===== config.mk =====
export PLATFORM = sky130hd
export DESIGN_NAME = spi_master
export DESIGN_NICKNAME = d
export VERILOG_FILES = /design/src/rtl/spi_master.sv
export SDC_FILE = /design/constraint.sdc
export NUM_CORES = 1
export LEC_CHECK = 0
export CORE_UTILIZATION = 30
export CTS_CLUSTER_DIAMETER = 40
export DETAILED_ROUTE_END_ITERATION = 8
export GPL_ROUTABILITY_DRIVEN = 0
export PLACE_DENSITY = 0.53
export RECOVER_POWER = 100
export SLEW_MARGIN = 20
export SYNTH_ARGS = -nofsm -noshare
export SYNTH_HDL_FRONTEND = slang
export SYNTH_SLANG_ARGS = --single-unit

===== constraint.sdc =====
create_clock -name clk -period 2 [get_ports clk]
set_clock_uncertainty 0.05 [all_clocks]
set_input_delay 0.6 -clock clk [delete_from_list [all_inputs] [get_ports clk]]
set_output_delay 0.6 -clock clk [all_outputs]
set_load 0.01 [all_outputs]

===== src/rtl/spi_master.sv =====
// Mode-0, MSB-first SPI controller: one full-duplex WIDTH-bit exchange per start.
// Optional macro SPI_MASTER_CS_GUARD_EN adds a GUARD state holding ce0 high for H cycles.
module spi_master #(
   parameter int CLK_DIV = 4,
   parameter int WIDTH   = 8
) (
   input  logic             clk,
   input  logic             rst,
   input  logic             start,
   input  logic [WIDTH-1:0] tx_data,
   output logic [WIDTH-1:0] rx_data,
   output logic             busy,
   output logic             done,
   output logic             sclk,
   output logic             mosi,
   output logic             ce0,
   input  logic             miso
);

   localparam int DIV_W = (CLK_DIV > 1) ? $clog2(CLK_DIV) : 1;
   localparam int BIT_W = (WIDTH > 1) ? $clog2(WIDTH) : 1;
   localparam logic [DIV_W-1:0] DIV_LAST = DIV_W'(CLK_DIV - 1);
   localparam logic [BIT_W-1:0] BIT_LAST = BIT_W'(WIDTH - 1);

`ifdef SPI_MASTER_CS_GUARD_EN
   typedef enum logic [2:0] {S_IDLE, S_LEAD, S_HIGH, S_LOW, S_TRAIL, S_GUARD} state_t;
`else
   typedef enum logic [2:0] {S_IDLE, S_LEAD, S_HIGH, S_LOW, S_TRAIL} state_t;
`endif

   state_t             state, state_nxt;
   logic [DIV_W-1:0]   div, div_nxt;
   logic [BIT_W-1:0]   bitcnt, bitcnt_nxt;
   logic [WIDTH-1:0]   shreg, shreg_nxt;
   logic [WIDTH-1:0]   rx_nxt;
   logic               busy_nxt, done_nxt, sclk_nxt, mosi_nxt, ce0_nxt;
   logic               expire;

   assign expire = (div == DIV_LAST);

   always_ff @(posedge clk or posedge rst) begin
      if (rst) begin
         state   <= S_IDLE;
         div     <= '0;
         bitcnt  <= '0;
         shreg   <= '0;
         rx_data <= '0;
         busy    <= 1'b0;
         done    <= 1'b0;
         sclk    <= 1'b0;
         mosi    <= 1'b0;
         ce0     <= 1'b1;
      end else begin
         state   <= state_nxt;
         div     <= div_nxt;
         bitcnt  <= bitcnt_nxt;
         shreg   <= shreg_nxt;
         rx_data <= rx_nxt;
         busy    <= busy_nxt;
         done    <= done_nxt;
         sclk    <= sclk_nxt;
         mosi    <= mosi_nxt;
         ce0     <= ce0_nxt;
      end
   end

   always_comb begin
      state_nxt  = state;
      div_nxt    = '0;
      bitcnt_nxt = bitcnt;
      shreg_nxt  = shreg;
      rx_nxt     = rx_data;
      busy_nxt   = busy;
      done_nxt   = 1'b0;
      sclk_nxt   = sclk;
      mosi_nxt   = mosi;
      ce0_nxt    = ce0;

      // Every state change outside IDLE happens on expire, so the divider wraps exactly then.
      if (state != S_IDLE && !expire)
         div_nxt = div + DIV_W'(1);

      case (state)
         S_IDLE: begin
            if (start) begin
               shreg_nxt  = tx_data;
               ce0_nxt    = 1'b0;
               mosi_nxt   = tx_data[WIDTH-1];
               busy_nxt   = 1'b1;
               bitcnt_nxt = '0;
               state_nxt  = S_LEAD;
            end
         end
         S_LEAD, S_LOW: begin
            if (expire) begin
               sclk_nxt  = 1'b1;
               shreg_nxt = {shreg[WIDTH-2:0], miso};
               state_nxt = S_HIGH;
            end
         end
         S_HIGH: begin
            if (expire) begin
               sclk_nxt = 1'b0;
               if (bitcnt == BIT_LAST) begin
                  state_nxt = S_TRAIL;
               end else begin
                  // MSB of the shifted register is the next transmit bit.
                  bitcnt_nxt = bitcnt + BIT_W'(1);
                  mosi_nxt   = shreg[WIDTH-1];
                  state_nxt  = S_LOW;
               end
            end
         end
         S_TRAIL: begin
            if (expire) begin
               ce0_nxt  = 1'b1;
               rx_nxt   = shreg;
               done_nxt = 1'b1;
               mosi_nxt = 1'b0;
`ifdef SPI_MASTER_CS_GUARD_EN
               state_nxt = S_GUARD;
`else
               busy_nxt  = 1'b0;
               state_nxt = S_IDLE;
`endif
            end
         end
`ifdef SPI_MASTER_CS_GUARD_EN
         S_GUARD: begin
            if (expire) begin
               busy_nxt  = 1'b0;
               state_nxt = S_IDLE;
            end
         end
`endif
         default: state_nxt = S_IDLE;
      endcase
   end

endmodule


==> impl_metrics.ini <==
[setup_path]
worst-path-max-fanout = 3
endpoint_kind = output pin
critical_path_class = reg2out
max_stage_delay_ns = 0.60
start_kind = register
critPathTopFamily = buffers and inverters
arrival_ns = 1.26
required_ns = 1.35
crit_slowest_cell = dlygate4sd3_1
crit_buf_inv = 1
crit_chain = dlygate4sd3_1

[route]
via_per_inst = 4.72
route.detailed.wl_per_inst_um = 12.5
routed_wl_um = 2590
drc_errors = 0
ant_nets = 0
dr.pass1.iters = 4
dr_total_vias = 982
drt_iter0_drc = 58

[timing]
maxSlewHeadroom_pct = 51.7
finalSetupViolCount = 0
finalMaxSlewViolations = 0
finalCriticalPeriod_ns = 1.91
grt_setup_unrepaired = false
fin_ws_ns = 0.0889
fin_crit_sh_pct = 95.6
whs_ns = 0.389
hold_viol_final = 0
fmax_ghz = 0.523
worstMarginPinSlew_ns = 0.724
setup_tns_ns = 0

[global_route]
grt_pass1_wl_um = 4490
grt_use_total_pct = 11.8
grt_pass1_vias = 971
gr-total-overflow = 0
grt_max_degree = 30
antenna_found_initial = 0

[synthesis]
synth_top_cell_area_share_pct = 51.6
ys_types = 30
seq_area_frac_synth_pct = 53.5
syn_area_sq_mm = 0.00136
ys_top_cells_by_area = dfrtp_1 (52%), mux2_2 (6.6%), mux2i_1 (5.9%)
synth_area_per_cell_sq_um = 10.9
synth_most_common_cell = dfrtp_1
ys_ff_latch = 29
synth_commonest_cells = dfrtp_1 (28), nor2_1 (15), a21oi_1 (12)
yosys.area.top_type = dfrtp_1
synthCells = 125
synth_edf_count = 0
synth-async-reset-ratio_pct = 100
ys.flop_type = dfrtp_1
ys_warn_count = 0
syn-num-nets = 141

[clock_tree]
cts_setup_buffers = 0
root_buffer = clkbuf_8
cts_made_buffers = 5
clock_sinks = 29
clock_path_buffers = 2
worstSkewPairLatency_ns = 0.27
htree_num_levels = 2
cts_tree = built
clkTransAtPathRegs_ns = 0.06

[final_layout]
syn2layout_area_growth_pct = 29.0
num-fill-cells = 430
multi_input_area_sq_um = 561
postLayoutCoreUtil_pct = 40.2
final_nets = 171
drive_gt1_share_pct = 13.5
fin_area_sq_mm = 0.00175
regArea_sq_um = 727
antennaDiodeCount = 0

[floorplanning]
die_area_sq_mm = 0.00480
die_y_um = 69.3
dieWidth_um = 69.3
initial_core_util_pct = 31.2
num_rows = 24
boundaryPins = 25
coreArea_sq_mm = 0.00435

[placed_design]
placed_area_sq_mm = 0.00168
dp_slack_ns = -0.157
port-buffer-count = 24
hpwl_um = 1840

[pwr]
power.leakage_nw = 0.805
comb_power_share_pct = 34.4
p_switching_w = 0.000703
seq_power_share_pct = 42.4
internal_power_w = 0.00137
p_per_area_mw_per_mm2 = 1180
vdd_drop_max_uv = 409
swShare_pct = 34.0
power_frac_clock_pct = 23.3

[job]
cap_violations = 0

[outcome]
status = complete, no violations

[worst_hold_path]
hold_class = reg2reg
[per-stage QoR]
stage | total power (W) | cells
after floorplan | 0.00141 | 125
after global placement | 0.00161 | 200
after detailed placement | 0.00164 | 200
after CTS | 0.00213 | 208
after global routing | 0.00223 | 208
final | 0.00207 | 208
[cell families (layout without fill, tap and decap cells)]
| logic type | after synthesis | count (layout) | synth area share (%) |
|---|---|---|---|
| buffers and inverters | 13 | 44 | 4.98 |
| adders and majority gates | 4 | 4 | 3.69 |
| and+or+nand+nor | 34 | 34 | 12.3 |
| muxes | 17 | 17 | 13.4 |
| DFF | 29 | 29 | 53.5 |
| AOI/OAI and AO/OA | 28 | 28 | 12.2 |
[what timing repair did]
item                                    CTS  global route
hold buffers                              0             0
endpoints found under the setup margin    1             0
gates resized for setup                   1             0
[cells in the final DEF (no fill, tap or decap)]
master,instances
a21oi_1,12
a21oi_2,2
a21oi_4,1
a22oi_1,1
and2_0,1
and3_1,1
buf_12,1
buf_4,2
clkbuf_1,4
clkbuf_2,1
clkbuf_8,6
clkdlybuf4s50_1,10
dfrtp_1,28
dfstp_1,1
dlygate4sd2_1,1
dlygate4sd3_1,13
ha_1,4
inv_1,6
mux2_1,1
mux2_2,8
mux2i_1,8
nand2_1,6
nand2b_1,2
nand3b_1,1
nand4_1,3
nor2_1,15
nor3_1,2
nor3b_1,1
o21a_1,1
o21ai_0,9
o21ai_1,1
o22ai_1,1
or2b_1,1
or3b_1,1
[per-layer routing]
metal | wire length, um | vias to the layer above | GRT usage (%) | part of all wire, %
li1 | - | 490 | - | -
met1 | 1260 | 466 | 16.2 | 49
met2 | 1210 | 26 | 17.4 | 47
met3 | 120 | 0 | 4.07 | 4.6
met4 | 0 | 0 | 4.08 | 0
met5 | 0 | - | 0 | 0
[registers in the layout (all words and copies together), names as in the netlist]
signal   cells
sclk         1
mosi         1
rx_data      8
ce0          1
bitcnt       3
shreg        8
div          2
busy         1
done         1
state        3
[power groups by stage]
| stage | sequential, W | combinational, W | clock (W) |
|---|---|---|---|
| after floorplan | 0.000847 | 0.000567 | 0 |
| after global placement | 0.000886 | 0.000727 | 0 |
| after detailed placement | 0.000889 | 0.000748 | 0 |
| after CTS | 0.000882 | 0.000751 | 0.000502 |
| after global routing | 0.000903 | 0.000802 | 0.000525 |
| final | 0.000876 | 0.000711 | 0.000482 |
[path summary, 6_finish.rpt]
path / from / endpoint / slack, ns / cells past startpoint
max in group asynchronous: rst / bitcnt[0] / 0.52 / 3
worst min register to register: div[0] / div[0] / 0.39 / 1
min in group asynchronous: rst / rx_data[0] / 0.93 / 3
worst max register to register: bitcnt[0] / bitcnt[2] / 0.26 / 5
worst max-delay path: busy / busy / 0.09 / 1
worst min-delay path: div[0] / div[0] / 0.39 / 1
[final cells by class]
type / instances / area share (%)
Clock buffer: 8 / 5.14
Inverter: 6 / 1.29
Multi-Input combinational cell: 83 / 32.0
Sequential cell: 29 / 41.5
Tap cell: 52 / 3.71
Timing Repair Buffer: 30 / 16.4
Note: power is estimated with default switching activity, not from simulation.
